**src/rtl/alu_arbiter_pkg.sv**
```systemverilog
// Shared types for the two-requester ALU arbiter: op codes, data width, FSM states.
// Optional zero flag is enabled by ALU_ARB_ZERO_FLAG_EN in the interface and top.
package alu_pkg;
  localparam int DW = 16;

  localparam logic [1:0] ALU_AND = 2'b00;
  localparam logic [1:0] ALU_OR  = 2'b01;
  localparam logic [1:0] ALU_ADD = 2'b10;
  localparam logic [1:0] ALU_SUB = 2'b11;

  typedef logic [1:0] state_t;
  localparam state_t ST_IDLE = 2'd0;
  localparam state_t ST_EXEC = 2'd1;
  localparam state_t ST_RESP = 2'd2;

  typedef struct packed {
    logic [1:0]    op;
    logic [DW-1:0] a;
    logic [DW-1:0] b;
  } alu_req_t;
endpackage

```
**src/rtl/alu_arbiter_if.sv**
```systemverilog
// Request/response bundle between the two clients and alu_arbiter.
// rsp_zero exists only when ALU_ARB_ZERO_FLAG_EN is defined.
interface alu_arbiter_if;
  import alu_pkg::*;
  logic [1:0]    req_valid;
  logic [1:0]    req_ready;
  logic [1:0]    req_op0, req_op1;
  logic [DW-1:0] req_a0, req_b0, req_a1, req_b1;
  logic [1:0]    rsp_valid;
  logic [1:0]    rsp_ready;
  logic [DW-1:0] rsp_data;
  logic          rsp_cout;
`ifdef ALU_ARB_ZERO_FLAG_EN
  logic          rsp_zero;

  modport slave  (input  req_valid, req_op0, req_op1, req_a0, req_b0, req_a1, req_b1, rsp_ready,
                  output req_ready, rsp_valid, rsp_data, rsp_cout, rsp_zero);
  modport master (output req_valid, req_op0, req_op1, req_a0, req_b0, req_a1, req_b1, rsp_ready,
                  input  req_ready, rsp_valid, rsp_data, rsp_cout, rsp_zero);
`else
  modport slave  (input  req_valid, req_op0, req_op1, req_a0, req_b0, req_a1, req_b1, rsp_ready,
                  output req_ready, rsp_valid, rsp_data, rsp_cout);
  modport master (output req_valid, req_op0, req_op1, req_a0, req_b0, req_a1, req_b1, rsp_ready,
                  input  req_ready, rsp_valid, rsp_data, rsp_cout);
`endif
endinterface

```
**src/rtl/alu_arbiter_alu.sv**
```systemverilog
// 16-bit combinational ALU: AND/OR/ADD/SUB with carry out of bit 15.
module alu16
  import alu_pkg::*;
(
  input  logic [1:0]    op_i,
  input  logic [DW-1:0] a_i,
  input  logic [DW-1:0] b_i,
  output logic [DW-1:0] o_o,
  output logic          cout_o
);
  logic [DW:0] sum;

  always_comb begin
    sum    = '0;
    o_o    = '0;
    cout_o = 1'b0;
    case (op_i)
      ALU_AND: o_o = a_i & b_i;
      ALU_OR:  o_o = a_i | b_i;
      ALU_ADD: begin
        sum    = {1'b0, a_i} + {1'b0, b_i};
        o_o    = sum[DW-1:0];
        cout_o = sum[DW];
      end
      default: begin
        // subtract as a + ~b + 1, so carry set means no borrow
        sum    = {1'b0, a_i} + {1'b0, ~b_i} + {{DW{1'b0}}, 1'b1};
        o_o    = sum[DW-1:0];
        cout_o = sum[DW];
      end
    endcase
  end
endmodule

```
**src/rtl/alu_arbiter_rr_arb2.sv**
```systemverilog
// Two-input round-robin grant; pointer holds the last-served index.
module rr_arb2 (
  input  logic       clk,
  input  logic       rst_n,
  input  logic [1:0] valid_i,
  input  logic       accept_i,
  output logic [1:0] grant_o,
  output logic       gidx_o
);
  logic ptr_q;

  always_comb begin
    grant_o = 2'b00;
    case (valid_i)
      2'b01:   grant_o = 2'b01;
      2'b10:   grant_o = 2'b10;
      2'b11:   grant_o = ptr_q ? 2'b01 : 2'b10;
      default: grant_o = 2'b00;
    endcase
  end

  assign gidx_o = grant_o[1];

  always_ff @(posedge clk or negedge rst_n) begin
    if (!rst_n)        ptr_q <= 1'b1;
    else if (accept_i) ptr_q <= gidx_o;
  end
endmodule

```
**src/rtl/alu_arbiter.sv**
```systemverilog
// Serializes two clients onto one ALU: IDLE (grant) -> EXEC (compute) -> RESP (hold result).
// Define ALU_ARB_ZERO_FLAG_EN to add the registered rsp_zero flag.
module alu_arbiter
  import alu_pkg::*;
(
  input  logic          clk,
  input  logic          rst_n,
  alu_arbiter_if.slave  bus
);
  state_t        state_q, state_d;
  alu_req_t      req_q, req_sel;
  logic          g_q;
  logic [1:0]    grant;
  logic          gidx, accept, idle;
  logic [DW-1:0] alu_o, rsp_data_q;
  logic          alu_cout, rsp_cout_q;

  assign idle   = (state_q == ST_IDLE);
  assign accept = idle & (|bus.req_valid);

  rr_arb2 u_arb (
    .clk      (clk),
    .rst_n    (rst_n),
    .valid_i  (bus.req_valid),
    .accept_i (accept),
    .grant_o  (grant),
    .gidx_o   (gidx)
  );

  assign bus.req_ready = idle ? grant : 2'b00;

  always_comb begin
    req_sel = gidx ? '{op: bus.req_op1, a: bus.req_a1, b: bus.req_b1}
                   : '{op: bus.req_op0, a: bus.req_a0, b: bus.req_b0};
  end

  always_comb begin
    state_d = state_q;
    case (state_q)
      ST_IDLE: if (accept) state_d = ST_EXEC;
      ST_EXEC: state_d = ST_RESP;
      ST_RESP: if (bus.rsp_ready[g_q]) state_d = ST_IDLE;
      default: state_d = ST_IDLE;
    endcase
  end

  alu16 u_alu (
    .op_i   (req_q.op),
    .a_i    (req_q.a),
    .b_i    (req_q.b),
    .o_o    (alu_o),
    .cout_o (alu_cout)
  );

  always_ff @(posedge clk or negedge rst_n) begin
    if (!rst_n) begin
      state_q    <= ST_IDLE;
      req_q      <= '0;
      g_q        <= 1'b0;
      rsp_data_q <= '0;
      rsp_cout_q <= 1'b0;
    end else begin
      state_q <= state_d;
      if (accept) begin
        req_q <= req_sel;
        g_q   <= gidx;
      end
      if (state_q == ST_EXEC) begin
        rsp_data_q <= alu_o;
        rsp_cout_q <= alu_cout;
      end
    end
  end

`ifdef ALU_ARB_ZERO_FLAG_EN
  logic rsp_zero_q;
  always_ff @(posedge clk or negedge rst_n) begin
    if (!rst_n)                    rsp_zero_q <= 1'b0;
    else if (state_q == ST_EXEC)   rsp_zero_q <= (alu_o == '0);
  end
  assign bus.rsp_zero = rsp_zero_q;
`endif

  assign bus.rsp_valid = (state_q == ST_RESP) ? (g_q ? 2'b10 : 2'b01) : 2'b00;
  assign bus.rsp_data  = rsp_data_q;
  assign bus.rsp_cout  = rsp_cout_q;
endmodule

```
**src/flat_wrapper.sv**
```systemverilog
// flat-port wrapper written by rule: the top's interface ports become plain ports
module alu_arbiter_flat import alu_pkg::*;
  (clk, rst_n, bus_req_valid, bus_req_op0, bus_req_op1, bus_req_a0, bus_req_b0, bus_req_a1, bus_req_b1, bus_rsp_ready, bus_req_ready, bus_rsp_valid, bus_rsp_data, bus_rsp_cout);
  alu_arbiter_if bus_i ();
  input  logic clk;
  input  logic rst_n;
  input wire logic [$bits(bus_i.req_valid)-1:0] bus_req_valid;
  input wire logic [$bits(bus_i.req_op0)-1:0] bus_req_op0;
  input wire logic [$bits(bus_i.req_op1)-1:0] bus_req_op1;
  input wire logic [$bits(bus_i.req_a0)-1:0] bus_req_a0;
  input wire logic [$bits(bus_i.req_b0)-1:0] bus_req_b0;
  input wire logic [$bits(bus_i.req_a1)-1:0] bus_req_a1;
  input wire logic [$bits(bus_i.req_b1)-1:0] bus_req_b1;
  input wire logic [$bits(bus_i.rsp_ready)-1:0] bus_rsp_ready;
  output wire logic [$bits(bus_i.req_ready)-1:0] bus_req_ready;
  output wire logic [$bits(bus_i.rsp_valid)-1:0] bus_rsp_valid;
  output wire logic [$bits(bus_i.rsp_data)-1:0] bus_rsp_data;
  output wire logic [$bits(bus_i.rsp_cout)-1:0] bus_rsp_cout;
  assign bus_i.req_valid = bus_req_valid;
  assign bus_i.req_op0 = bus_req_op0;
  assign bus_i.req_op1 = bus_req_op1;
  assign bus_i.req_a0 = bus_req_a0;
  assign bus_i.req_b0 = bus_req_b0;
  assign bus_i.req_a1 = bus_req_a1;
  assign bus_i.req_b1 = bus_req_b1;
  assign bus_i.rsp_ready = bus_rsp_ready;
  assign bus_req_ready = bus_i.req_ready;
  assign bus_rsp_valid = bus_i.rsp_valid;
  assign bus_rsp_data = bus_i.rsp_data;
  assign bus_rsp_cout = bus_i.rsp_cout;
  alu_arbiter u_core (.clk(clk), .rst_n(rst_n), .bus(bus_i));
endmodule
```
**config.mk**
```make
export PLATFORM = sky130hd
export DESIGN_NAME = alu_arbiter_flat
export DESIGN_NICKNAME = d
export VERILOG_FILES = /design/src/rtl/alu_arbiter_pkg.sv /design/src/rtl/alu_arbiter_if.sv /design/src/rtl/alu_arbiter_alu.sv /design/src/rtl/alu_arbiter_rr_arb2.sv /design/src/rtl/alu_arbiter.sv /design/src/flat_wrapper.sv
export SDC_FILE = /design/constraint.sdc
export NUM_CORES = 1
export LEC_CHECK = 0
export CORE_UTILIZATION = 50
export DETAILED_ROUTE_END_ITERATION = 8
export PLACE_DENSITY = 0.81
export SETUP_SLACK_MARGIN = 0.02
export SLEW_MARGIN = 40
export SYNTH_ARGS = -nofsm -noshare
export SYNTH_HDL_FRONTEND = slang
export SYNTH_SLANG_ARGS = --single-unit
```
**constraint.sdc**
```tcl
create_clock -name clk -period 5.4 [get_ports clk]
set_input_delay 1.08 -clock clk [delete_from_list [all_inputs] [get_ports clk]]
set_output_delay 1.08 -clock clk [all_outputs]
set_load 0.01 [all_outputs]
```
Yosys cells after proc, flatten, opt, wreduce, memory -nomap -nowiden
Index checks and enable logic that the tools add are counted.
{"block": "op_classes", "reduce_logical": 5, "order_cmp": 1, "n_mux": 13, "bitwise": 4, "eq_ne": 9, "addsub": 3}
{"operator": "$pmux 16 s3", "n": 1}
{"operator": "$add 16x16->17", "n": 2}
{"operator": "$mux 34", "n": 1}
{"operator": "$add 17x1->17 const B", "n": 1}
{"operator": "$and 16x16->16", "n": 1}
{"operator": "$not 16->16", "n": 1}
{"operator": "$or 16x16->16", "n": 1}
{"operator": "$mux 2", "n": 6}
{"operator": "$pmux 2 s3", "n": 2}
{"operator": "$eq 2x2->1 const B", "n": 4}
{"operator": "$eq 2x1->1 const B", "n": 3}
{"operator": "$logic_not 2->1", "n": 2}
{"operator": "$ne 2x1->1 const B", "n": 2}
{"operator": "$reduce_or 2->1", "n": 2}
{"operator": "$lt 1x2->1 const B", "n": 1}
{"operator": "$mux 1", "n": 2}
{"operator": "$pmux 1 s2", "n": 1}
{"operator": "$reduce_and 2->1", "n": 1}
{"operator": "$and 1x1->1", "n": 1}
{"block": "totals", "regBits": 55, "inputBits": 74, "elab_cells": 43, "out_inout_bits": 21}

Logic depth before layout (Yosys ltp)
Gate-level depths: netlist of the first run.
{"block": "logic_depth", "ltp_word": 4, "ltp_mapped": 10, "mapped_depth_nobuf": 10}

Hierarchy
From an unflattened synthesis of the first run, not the netlist that was laid out.
{"block": "unflattened", "cells_unflattened": 509, "area_unflattened_um2": 4843.4}
{"mod": "alu_arbiter", "cells_each": 161, "n_inst": 1, "area_each_um2": 2491.1, "seq_area_each_um2": 1351.3}
{"mod": "alu16", "cells_each": 342, "n_inst": 1, "area_each_um2": 2280.9, "seq_area_each_um2": 0.0}
{"mod": "rr_arb2", "cells_each": 6, "n_inst": 1, "area_each_um2": 71.3, "seq_area_each_um2": 26.3}

Worst setup path after synthesis of the first run
No wires, ideal clock.
{"block": "synth_path", "kind": "input to output", "from": "input bus_req_valid[1]", "to": "output bus_req_ready[0]", "slack_ns": 2.326, "n_path_buf": 2, "t_required_ns": 4.320, "path_stages": 6, "arrival_ns": 1.994, "path_cell_list": "inv_1 o21ai_0 or3_1 clkbuf_1 clkbuf_1 inv_1"}
{"block": "synth_via", "elab_chain_cells": 3, "elab_cells_between_ends": 5, "cone_classes": "eq/ne: 3; mux: 2"}
{"element": "start: declaration", "line": "flat_wrapper.sv:7", "source": "input wire logic [$bits(bus_i.req_valid)-1:0] bus_req_valid;"}
{"element": "$eq 2x2->1 or $eq 2x1->1 (tied branches)", "line": "alu_arbiter_rr_arb2.sv:14", "source": "case (valid_i)"}
{"element": "$pmux 2 s3 *", "line": "alu_arbiter_rr_arb2.sv:14"}
{"element": "$mux 2 *", "line": "alu_arbiter.sv:30", "source": "assign bus.req_ready = idle ? grant : 2'b00;"}
{"element": "end: declaration", "line": "flat_wrapper.sv:15", "source": "output wire logic [$bits(bus_i.req_ready)-1:0] bus_req_ready;"}
Mark *: on every way between the ends. The rest lies on a longest branch, timed or not.

Worst setup path in the final report of the first run
{"block": "layout_path", "from": "input bus_req_valid[0]", "to": "output bus_req_ready[0]"}
Same word-level chain as after synthesis.

==> impl_metrics.py, run 1 <==
metrics = {
    "clock_network": {
        "post_cts_resized": 0,
        "cts_setup_buffers": 0,
        "cts_tree": "built",
        "ctsHoldBuffers": 0,
        "clkSlewWorstSetupHoldPaths_ns": 0.11,
        "cts_buffers": 5,
        "cts.sinks": 55,
        "cts_root_buf": "clkbuf_8",
        "h-tree-depth": 2,
        "clockBufferDepth": 2,
        "clock_latency_ns": 0.32,
    },
    "floorplan": {
        "die_area_um2": 9364,
        "io_pins": 95,
        "die_y_um": 96.77,
        "rows": 34,
        "die_w_um": 96.77,
        "start_util_pct": 51.49,
        "core-area_um2": 8721,
    },
    "sta": {
        "skew_ns": 0.009246,
        "whs_ns": 0.4881,
        "final.period_utilization_pct": 67.91,
        "setup_viol": 0,
        "fin_crit_ns": 3.667,
        "tns_ns": 0,
        "maxSlewHeadroom_pct": 44.94,
        "max_clock_freq_ghz": 0.2727,
        "maxSlewViolCount": 0,
        "hold_viol_final": 0,
        "worst_pin_slew_ns": 0.8242,
        "grt_setup_unrepaired": "no",
        "setup_slack_ns": 1.733,
    },
    "pwr": {
        "ir_drop_v": 0.0002990,
        "p_leak_nw": 2.501,
        "internal_power_mw": 1.944,
        "p_per_area_nw_per_um2": 723.3,
        "pwr-share-comb_pct": 73.4,
        "switching_share_pct": 51.77,
        "power.share.sequential_pct": 20.6,
        "switching_power_mw": 2.087,
        "power.total_mw": 4.031,
        "pwr-share-clk_pct": 6.0,
    },
    "worst_setup_path": {
        "worst-path-max-fanout": 2,
        "worstSetupStartpointType": "input pin",
        "cp-end-kind": "primary output",
        "worstPathRequired_ns": 4.32,
        "cp.arrival_ns": 2.59,
        "crit_type": "in -> out",
    },
    "place": {
        "dpl.hpwl_um": 9079,
        "portBuffers": 94,
        "dp_cells": 742,
        "preCtsSetupSlack_ns": 1.736,
        "gp_congestion": 0.8669,
        "place_area_um2": 5484,
    },
    "synth": {
        "ys_types": 65,
        "synth_nets": 691,
        "synth-seq-cells": 55,
        "yosysWarnings": 0,
        "syn_area_per_cell_um2": 7.934,
        "synth.most_common_cell": "nor2_1",
        "synth_area_leaders": "dfrtp_1, ha_1, nor2_1",
        "synth_top_cell_by_area": "dfrtp_1",
        "syn_inst": 566,
        "synth_edf_count": 0,
        "yosysTopAreaCellShare_pct": 30.09,
        "async_flop_share_pct": 100.0,
        "synth-seq-area-share_pct": 30.68,
        "netlist_area_um2": 4491,
        "synthFlopType": "dfrtp_1",
        "synthTopCellsByCount": "nor2_1, dfrtp_1, inv_1",
    },
    "layout": {
        "syn2layout_area_growth_pct": 24.10,
        "final_util_pct": 63.90,
        "finalNetCount": 766,
        "design_area_um2": 5573,
        "drive_gt1_share_pct": 5.452,
        "antenna_cells": 0,
        "fill_cells": 747,
        "stdcell_count": 750,
    },
    "status": {
        "status": "finished clean",
    },
    "global_routing": {
        "grt_max_degree": 56,
        "grt_pass1_vias": 4183,
        "grt_remaining_overflow": 0,
        "antenna_found_initial": 0,
        "grt_pass1_wl_um": 20200,
        "track_usage_pct": 26.13,
    },
    "detailed_routing": {
        "wl_um": 11980,
        "vias": 4408,
        "drtIter0Drc": 313,
        "firstDrtPassIters": 5,
        "postRouteAntennaNets": 0,
        "wl_per_cell_um": 15.97,
        "drc": 0,
        "viasPerCell": 5.877,
    },
    "hold_path": {
        "hp-class": "reg -> reg",
    },
    "flow_run": {
        "maxCapViolCount": 0,
    },
}
power groups by stage:
stage / Clock [mW] / Sequential [mW] / Combinational [mW]
5_1_grt: 0.262 / 0.861 / 3.28
2_1_floorplan: 0 / 0.794 / 2.15
3_3_place_gp: 0 / 0.822 / 2.83
3_5_place_dp: 0 / 0.839 / 2.89
4_1_cts: 0.248 / 0.829 / 2.91
6_report: 0.243 / 0.830 / 2.96
layout make-up:
type	count	area, um^2	share of cell area (%)
clock buffers	6	72.57	1.302
clock inverters	2	16.27	0.2919
inverters	55	206.4	3.705
multi-input cells	423	2776	49.82
flip-flops and latches	55	1378	24.72
well taps	108	135.1	2.425
repair buffers	101	988.4	17.74
metal layers:
layer | GRT usage (%) | up-vias | share of wire (%)
li1 | - | 2127 | -
met1 | 38.01 | 2062 | 47
met2 | 40.36 | 201 | 45
met3 | 4.263 | 18 | 7.2
met4 | 7.003 | 0 | 1.2
met5 | 0 | - | 0
worst max-delay path, stage by stage:
cell,delay [ns]
clkdlybuf4s50_1,0.47
o21ai_0,0.10
or3_1,0.34
inv_1,0.07
clkdlybuf4s50_1,0.52
worst paths after layout:
path	end	startpoint	slack, ns	depth (start not counted)
worst min register to register	u_core.bus.rsp_data[2]	u_core.bus.rsp_data[2]	0.49	2
worst max register to register	u_core.bus.rsp_data[14]	u_core.req_q[0]	2.55	9
worst max-delay path	bus_req_ready[0]	bus_req_valid[0]	1.73	5
max in group asynchronous	u_core.req_q[6]	rst_n	4.06	2
min in group asynchronous	u_core.bus.rsp_data[15]	rst_n	0.87	2
worst min-delay path	u_core.bus.rsp_data[2]	u_core.bus.rsp_data[2]	0.49	2
kinds of logic after synthesis:
kind of cell	synth area share [%]
adder cells (fa/ha/maj)	14.54
flip-flops	30.68
buffers and inverters	7.606
AO/OA/AOI/OAI	25.16
AND/OR/NAND/NOR	17.55
multiplexers	1.922
XOR/XNOR	2.536
registers in the layout, summed over array words and instances, names as in the netlist:
name,flops
u_core.req_q,34
u_core.bus.rsp_data,16
u_core.state_q,2
u_core.bus.rsp_cout,1
u_core.g_q,1
u_core.u_arb.ptr_q,1
placed cells by master, fill, tap and decap left out, drive strengths merged, types with 3 or more instances in the layout:
master	n
o21ai	35
nor2	111
nor2b	5
a2111oi	3
o22ai	35
nor3	10
o311ai	3
mux2i	3
o211ai	5
a31oi	5
and3	3
dfrtp	54
o21bai	7
o2111ai	3
nor4	4
nand2	29
a21oi	40
o31ai	5
buf	8
a211oi	8
ha	49
xnor2	13
nand2b	5
or3	4
clkdlybuf4s50	93
a21o	5
clkbuf	6
inv	55
Power figures use the tool's default switching activity.
==> inputs of run 2 (changes only) <==
==> constraint.sdc (replaced) <==
create_clock -name clk -period 3.7 [get_ports clk]
set_input_delay 0.74 -clock clk [delete_from_list [all_inputs] [get_ports clk]]
set_output_delay 0.74 -clock clk [all_outputs]
set_load 0.01 [all_outputs]
==> impl_metrics.py, run 2 (synthesized netlist as in run 1, its figures left out) <==
metrics = {
    "status": {
        "status": "finished clean",
    },
    "layout": {
        "finalNetCount": 768,
        "largest_reg_flops": 34,
        "syn2layout_area_growth_pct": 24.49,
        "final_cell_mix": "nor2_1, clkdlybuf4s50_1, dfrtp_1, inv_1, ha_1",
        "drive_gt1_share_pct": 5.745,
        "stdcell_count": 752,
        "antenna_cells": 0,
        "final_common_cell": "nor2_1",
        "top_register": "u_core.req_q",
    },
    "pwr": {
        "switching_share_pct": 51.58,
        "power.share.sequential_pct": 20.7,
        "pwr-share-clk_pct": 6.0,
        "ir_drop_v": 0.0004245,
        "internal_power_mw": 2.853,
        "switching_power_mw": 3.039,
        "pwr-share-comb_pct": 73.3,
        "p_leak_nw": 2.512,
        "p_per_area_nw_per_um2": 1054,
    },
    "clock_network": {
        "cts_buffers": 5,
        "clock_latency_ns": 0.32,
        "ctsHoldBuffers": 0,
        "post_cts_resized": 0,
        "h-tree-depth": 2,
        "clkSlewWorstSetupHoldPaths_ns": 0.11,
        "cts.sinks": 55,
        "cts_setup_buffers": 0,
        "cts_tree": "built",
        "cts_root_buf": "clkbuf_8",
        "clockBufferDepth": 2,
    },
    "worst_setup_path": {
        "worstSetupStartpointType": "input pin",
        "reg2reg_depth": 9,
        "r2r-end": "u_core.bus.rsp_data[12]",
        "worstPathRequired_ns": 2.96,
        "rrSetupSlack_ns": 0.97,
        "worst-path-max-fanout": 2,
        "r2r_start": "u_core.req_q[0]",
        "crit_type": "in -> out",
        "cp.arrival_ns": 2.25,
        "cp-end-kind": "primary output",
    },
    "global_routing": {
        "track_usage_pct": 25.81,
        "grt_pass1_wl_um": 19820,
        "grt_remaining_overflow": 0,
        "antenna_found_initial": 0,
        "grt_max_degree": 38,
        "grt_pass1_vias": 4115,
    },
    "place": {
        "dp_cells": 744,
        "preCtsSetupSlack_ns": 0.7054,
        "portBuffers": 94,
        "dpl.hpwl_um": 9129,
        "gp_congestion": 0.9262,
    },
    "detailed_routing": {
        "viasPerCell": 5.867,
        "postRouteAntennaNets": 0,
        "drc": 0,
        "wl_per_cell_um": 15.88,
        "wl_um": 11950,
        "vias": 4412,
        "drtIter0Drc": 365,
        "firstDrtPassIters": 5,
    },
    "floorplan": {
        "start_util_pct": 51.49,
        "io_pins": 95,
        "die_w_um": 96.77,
        "die_y_um": 96.77,
        "die_area_um2": 9364,
        "core-area_um2": 8721,
        "rows": 34,
    },
    "sta": {
        "final.period_utilization_pct": 80.83,
        "tns_ns": 0,
        "maxSlewHeadroom_pct": 59.05,
        "hold_viol_final": 0,
        "maxSlewViolCount": 0,
        "max_clock_freq_ghz": 0.3344,
        "setup_viol": 0,
        "worst_pin_slew_ns": 0.6142,
        "fin_crit_ns": 2.991,
        "setup_slack_ns": 0.7094,
        "grt_setup_unrepaired": "no",
        "skew_ns": 0.01294,
    },
    "hold_path": {
        "hp-class": "in -> async",
    },
    "flow_run": {
        "maxCapViolCount": 0,
    },
}
-- run 2: layout make-up --
class | count | area [um^2]
inverter | 55 | 206.4
fill | 766 | 3131
multi-input combinational | 423 | 2776
clock inverter | 2 | 16.27
clock buffer | 6 | 72.57
sequential | 55 | 1378
tap | 108 | 135.1
timing repair buffer | 103 | 1006
-- run 2: worst max-delay path by stage --
stage                     start          endpoint  cells past startpoint
5_1_grt        bus_req_valid[1]  bus_req_ready[0]                      6
3_5_place_dp   bus_req_valid[0]  bus_req_ready[0]                      5
6_report       bus_req_valid[0]  bus_req_ready[0]                      5
2_1_floorplan  bus_req_valid[1]  bus_req_ready[0]                      6
3_3_place_gp   bus_req_valid[0]  bus_req_ready[0]                      5
4_1_cts        bus_req_valid[0]  bus_req_ready[0]                      5
-- run 2: critical path, stage by stage --
cell,delay [ns]
clkdlybuf4s50_1,0.47
o21ai_0,0.10
or3_1,0.34
inv_1,0.07
clkdlybuf4s50_1,0.53
-- run 2: power groups by stage --
stage               Combinational, mW  Clock, mW  Sequential [mW]
floorplan                        3.14          0             1.16
global placement                 4.12          0             1.21
detailed placement               4.21          0             1.23
CTS                              4.23      0.359             1.22
global route                     4.77      0.386             1.27
finish                           4.32      0.356             1.22
-- run 2: through the flow --
| stage | instance area (um^2) | hold WS (ns) | power [mW] | utilization, % |
|---|---|---|---|---|
| 6_report | 5590 | 0.3469 | 5.892 | 64.10 |
| 5_1_grt | 5590 | 0.3734 | 6.418 | 64.10 |
| 4_1_cts | 5588 | 0.4915 | 5.806 | 64.07 |
| 3_5_place_dp | 5499 | 0.4668 | 5.439 | 63.06 |
| 3_3_place_gp | 5499 | 0.4609 | 5.331 | 63.06 |
| 2_1_floorplan | 4491 | 0.4444 | 4.296 | - |
-- run 2: routing by layer --
layer  vias to the layer above  GRT usage (%)  routed length, um
li1                       2131              -                  -
met1                      2044          38.95               5722
met4                         0          6.315                186
met3                        18          2.962                916
met2                       219          39.44               5120
met5                         -              0                  0
==> inputs of run 3 (changes only) <==
==> constraint.sdc (replaced) <==
create_clock -name clk -period 2.9 [get_ports clk]
set_input_delay 0.58 -clock clk [delete_from_list [all_inputs] [get_ports clk]]
set_output_delay 0.58 -clock clk [all_outputs]
set_load 0.01 [all_outputs]
==> impl_metrics.py, run 3 (synthesized netlist as in run 1, its figures left out) <==
metrics = {
    "status": {
        "status": "finished clean",
    },
    "pwr": {
        "p_per_area_nw_per_um2": 1344,
        "switching_power_mw": 3.873,
        "pwr-share-clk_pct": 6.1,
        "power.share.sequential_pct": 20.4,
        "pwr-share-comb_pct": 73.5,
        "power.total_mw": 7.512,
        "p_leak_nw": 2.511,
        "internal_power_mw": 3.639,
        "ir_drop_v": 0.0005203,
        "switching_share_pct": 51.55,
    },
    "sta": {
        "setup_viol": 0,
        "tns_ns": 0,
        "maxSlewHeadroom_pct": 61.75,
        "final.period_utilization_pct": 91.54,
        "worst_pin_slew_ns": 0.5693,
        "skew_ns": 0.009899,
        "hold_viol_final": 0,
        "fin_crit_ns": 2.655,
        "grt_setup_unrepaired": "no",
        "max_clock_freq_ghz": 0.3767,
        "maxSlewViolCount": 0,
        "setup_slack_ns": 0.2454,
    },
    "layout": {
        "antenna_cells": 0,
        "final_cell_mix": "nor2_1, clkdlybuf4s50_1, dfrtp_1, inv_1, ha_1",
        "syn2layout_area_growth_pct": 24.46,
        "drive_gt1_share_pct": 5.745,
        "stdcell_count": 752,
        "final_common_cell": "nor2_1",
        "finalNetCount": 768,
        "largest_reg_flops": 34,
        "top_register": "u_core.req_q",
        "design_area_um2": 5589,
    },
    "place": {
        "dp_cells": 744,
        "portBuffers": 94,
        "gp_congestion": 0.9174,
        "preCtsSetupSlack_ns": 0.2404,
        "dpl.hpwl_um": 9206,
        "place_area_um2": 5499,
    },
    "floorplan": {
        "start_util_pct": 51.49,
        "die_y_um": 96.77,
        "rows": 34,
        "die_w_um": 96.77,
        "io_pins": 95,
        "core-area_um2": 8721,
        "die_area_um2": 9364,
    },
    "global_routing": {
        "track_usage_pct": 26.25,
        "antenna_found_initial": 0,
        "grt_pass1_vias": 4079,
        "grt_remaining_overflow": 0,
        "grt_max_degree": 38,
        "grt_pass1_wl_um": 20160,
    },
    "clock_network": {
        "clockBufferDepth": 2,
        "cts_tree": "built",
        "clkSlewWorstSetupHoldPaths_ns": 0.11,
        "cts_buffers": 5,
        "h-tree-depth": 2,
        "cts.sinks": 55,
        "clock_latency_ns": 0.32,
        "cts_root_buf": "clkbuf_8",
    },
    "detailed_routing": {
        "wl_per_cell_um": 16.28,
        "drc": 0,
        "firstDrtPassIters": 6,
        "wl_um": 12250,
        "postRouteAntennaNets": 0,
        "viasPerCell": 5.906,
        "drtIter0Drc": 311,
        "vias": 4441,
    },
    "worst_setup_path": {
        "r2r_start": "u_core.req_q[1]",
        "r2r-end": "u_core.bus.rsp_data[15]",
        "crit_type": "in -> out",
        "cp-end-kind": "primary output",
        "worstSetupStartpointType": "input pin",
        "worst-path-max-fanout": 2,
        "cp.arrival_ns": 2.07,
        "worstPathRequired_ns": 2.32,
        "reg2reg_depth": 9,
        "rrSetupSlack_ns": 0.26,
    },
    "flow_run": {
        "maxCapViolCount": 0,
    },
    "hold_path": {
        "hp-class": "in -> async",
    },
}
[run 3: cell counts in the layout (fill, tap and decap cells not counted)]
Identical to the previous run, type by type.
[run 3: what timing repair did]
item | 4_1_cts | 5_1_grt
endpoints found under the setup margin | 0 | 1
setup buffers | 0 | 0
hold buffers | 0 | 0
endpoints found under the hold margin | 0 | 0
gates resized for setup | 0 | 1
[run 3: power groups by stage]
stage / registers [mW] / logic, mW / clock network, mW
2_1_floorplan: 1.48 / 4.00 / 0
3_3_place_gp: 1.52 / 5.32 / 0
3_5_place_dp: 1.55 / 5.37 / 0
4_1_cts: 1.53 / 5.41 / 0.467
5_1_grt: 1.60 / 6.10 / 0.496
6_report: 1.53 / 5.52 / 0.454
[run 3: layout make-up]
| type | instances | area, um^2 |
|---|---|---|
| fillers | 759 | 3132 |
| multi-input cells | 423 | 2778 |
| flip-flops and latches | 55 | 1378 |
| repair buffers | 103 | 1003 |
| inverters | 55 | 206.4 |
| well taps | 108 | 135.1 |
| clock buffers | 6 | 72.57 |
| clock inverters | 2 | 16.27 |
[run 3: metrics by stage]
| stage | utilization [%] | hold slack, ns |
|---|---|---|
| floorplan | - | 0.2844 |
| global placement | 63.06 | 0.4597 |
| detailed placement | 63.06 | 0.4687 |
| CTS | 64.07 | 0.2122 |
| global route | 64.09 | 0.2324 |
| finish | 64.09 | 0.1971 |
[run 3: how the worst max path moves through the flow]
stage                           startpoint                      end  slack, ns  cells after the start
final                     bus_req_valid[0]         bus_req_ready[0]       0.25                      5
after global routing       u_core.req_q[0]  u_core.bus.rsp_data[12]       0.03                      9
after global placement    bus_req_valid[0]         bus_req_ready[0]       0.23                      5
after detailed placement  bus_req_valid[0]         bus_req_ready[0]       0.24                      5
after CTS                 bus_req_valid[0]         bus_req_ready[0]       0.24                      5
after floorplan            u_core.req_q[0]  u_core.bus.rsp_data[14]       0.57                      9
[run 3: routing by layer]
layer,vias up,track usage [%],wire length [um]
met1,2043,39.04,5713
met4,0,7.463,263
met3,32,3.396,1015
met5,-,0,0
met2,246,39.98,5253
li1,2120,-,-
[run 3: worst max-delay path, cell delays in order]
cell	delay [ns]
clkdlybuf4s50_1	0.47
o21ai_0	0.09
or3_1	0.34
inv_1	0.07
clkdlybuf4s50_1	0.53
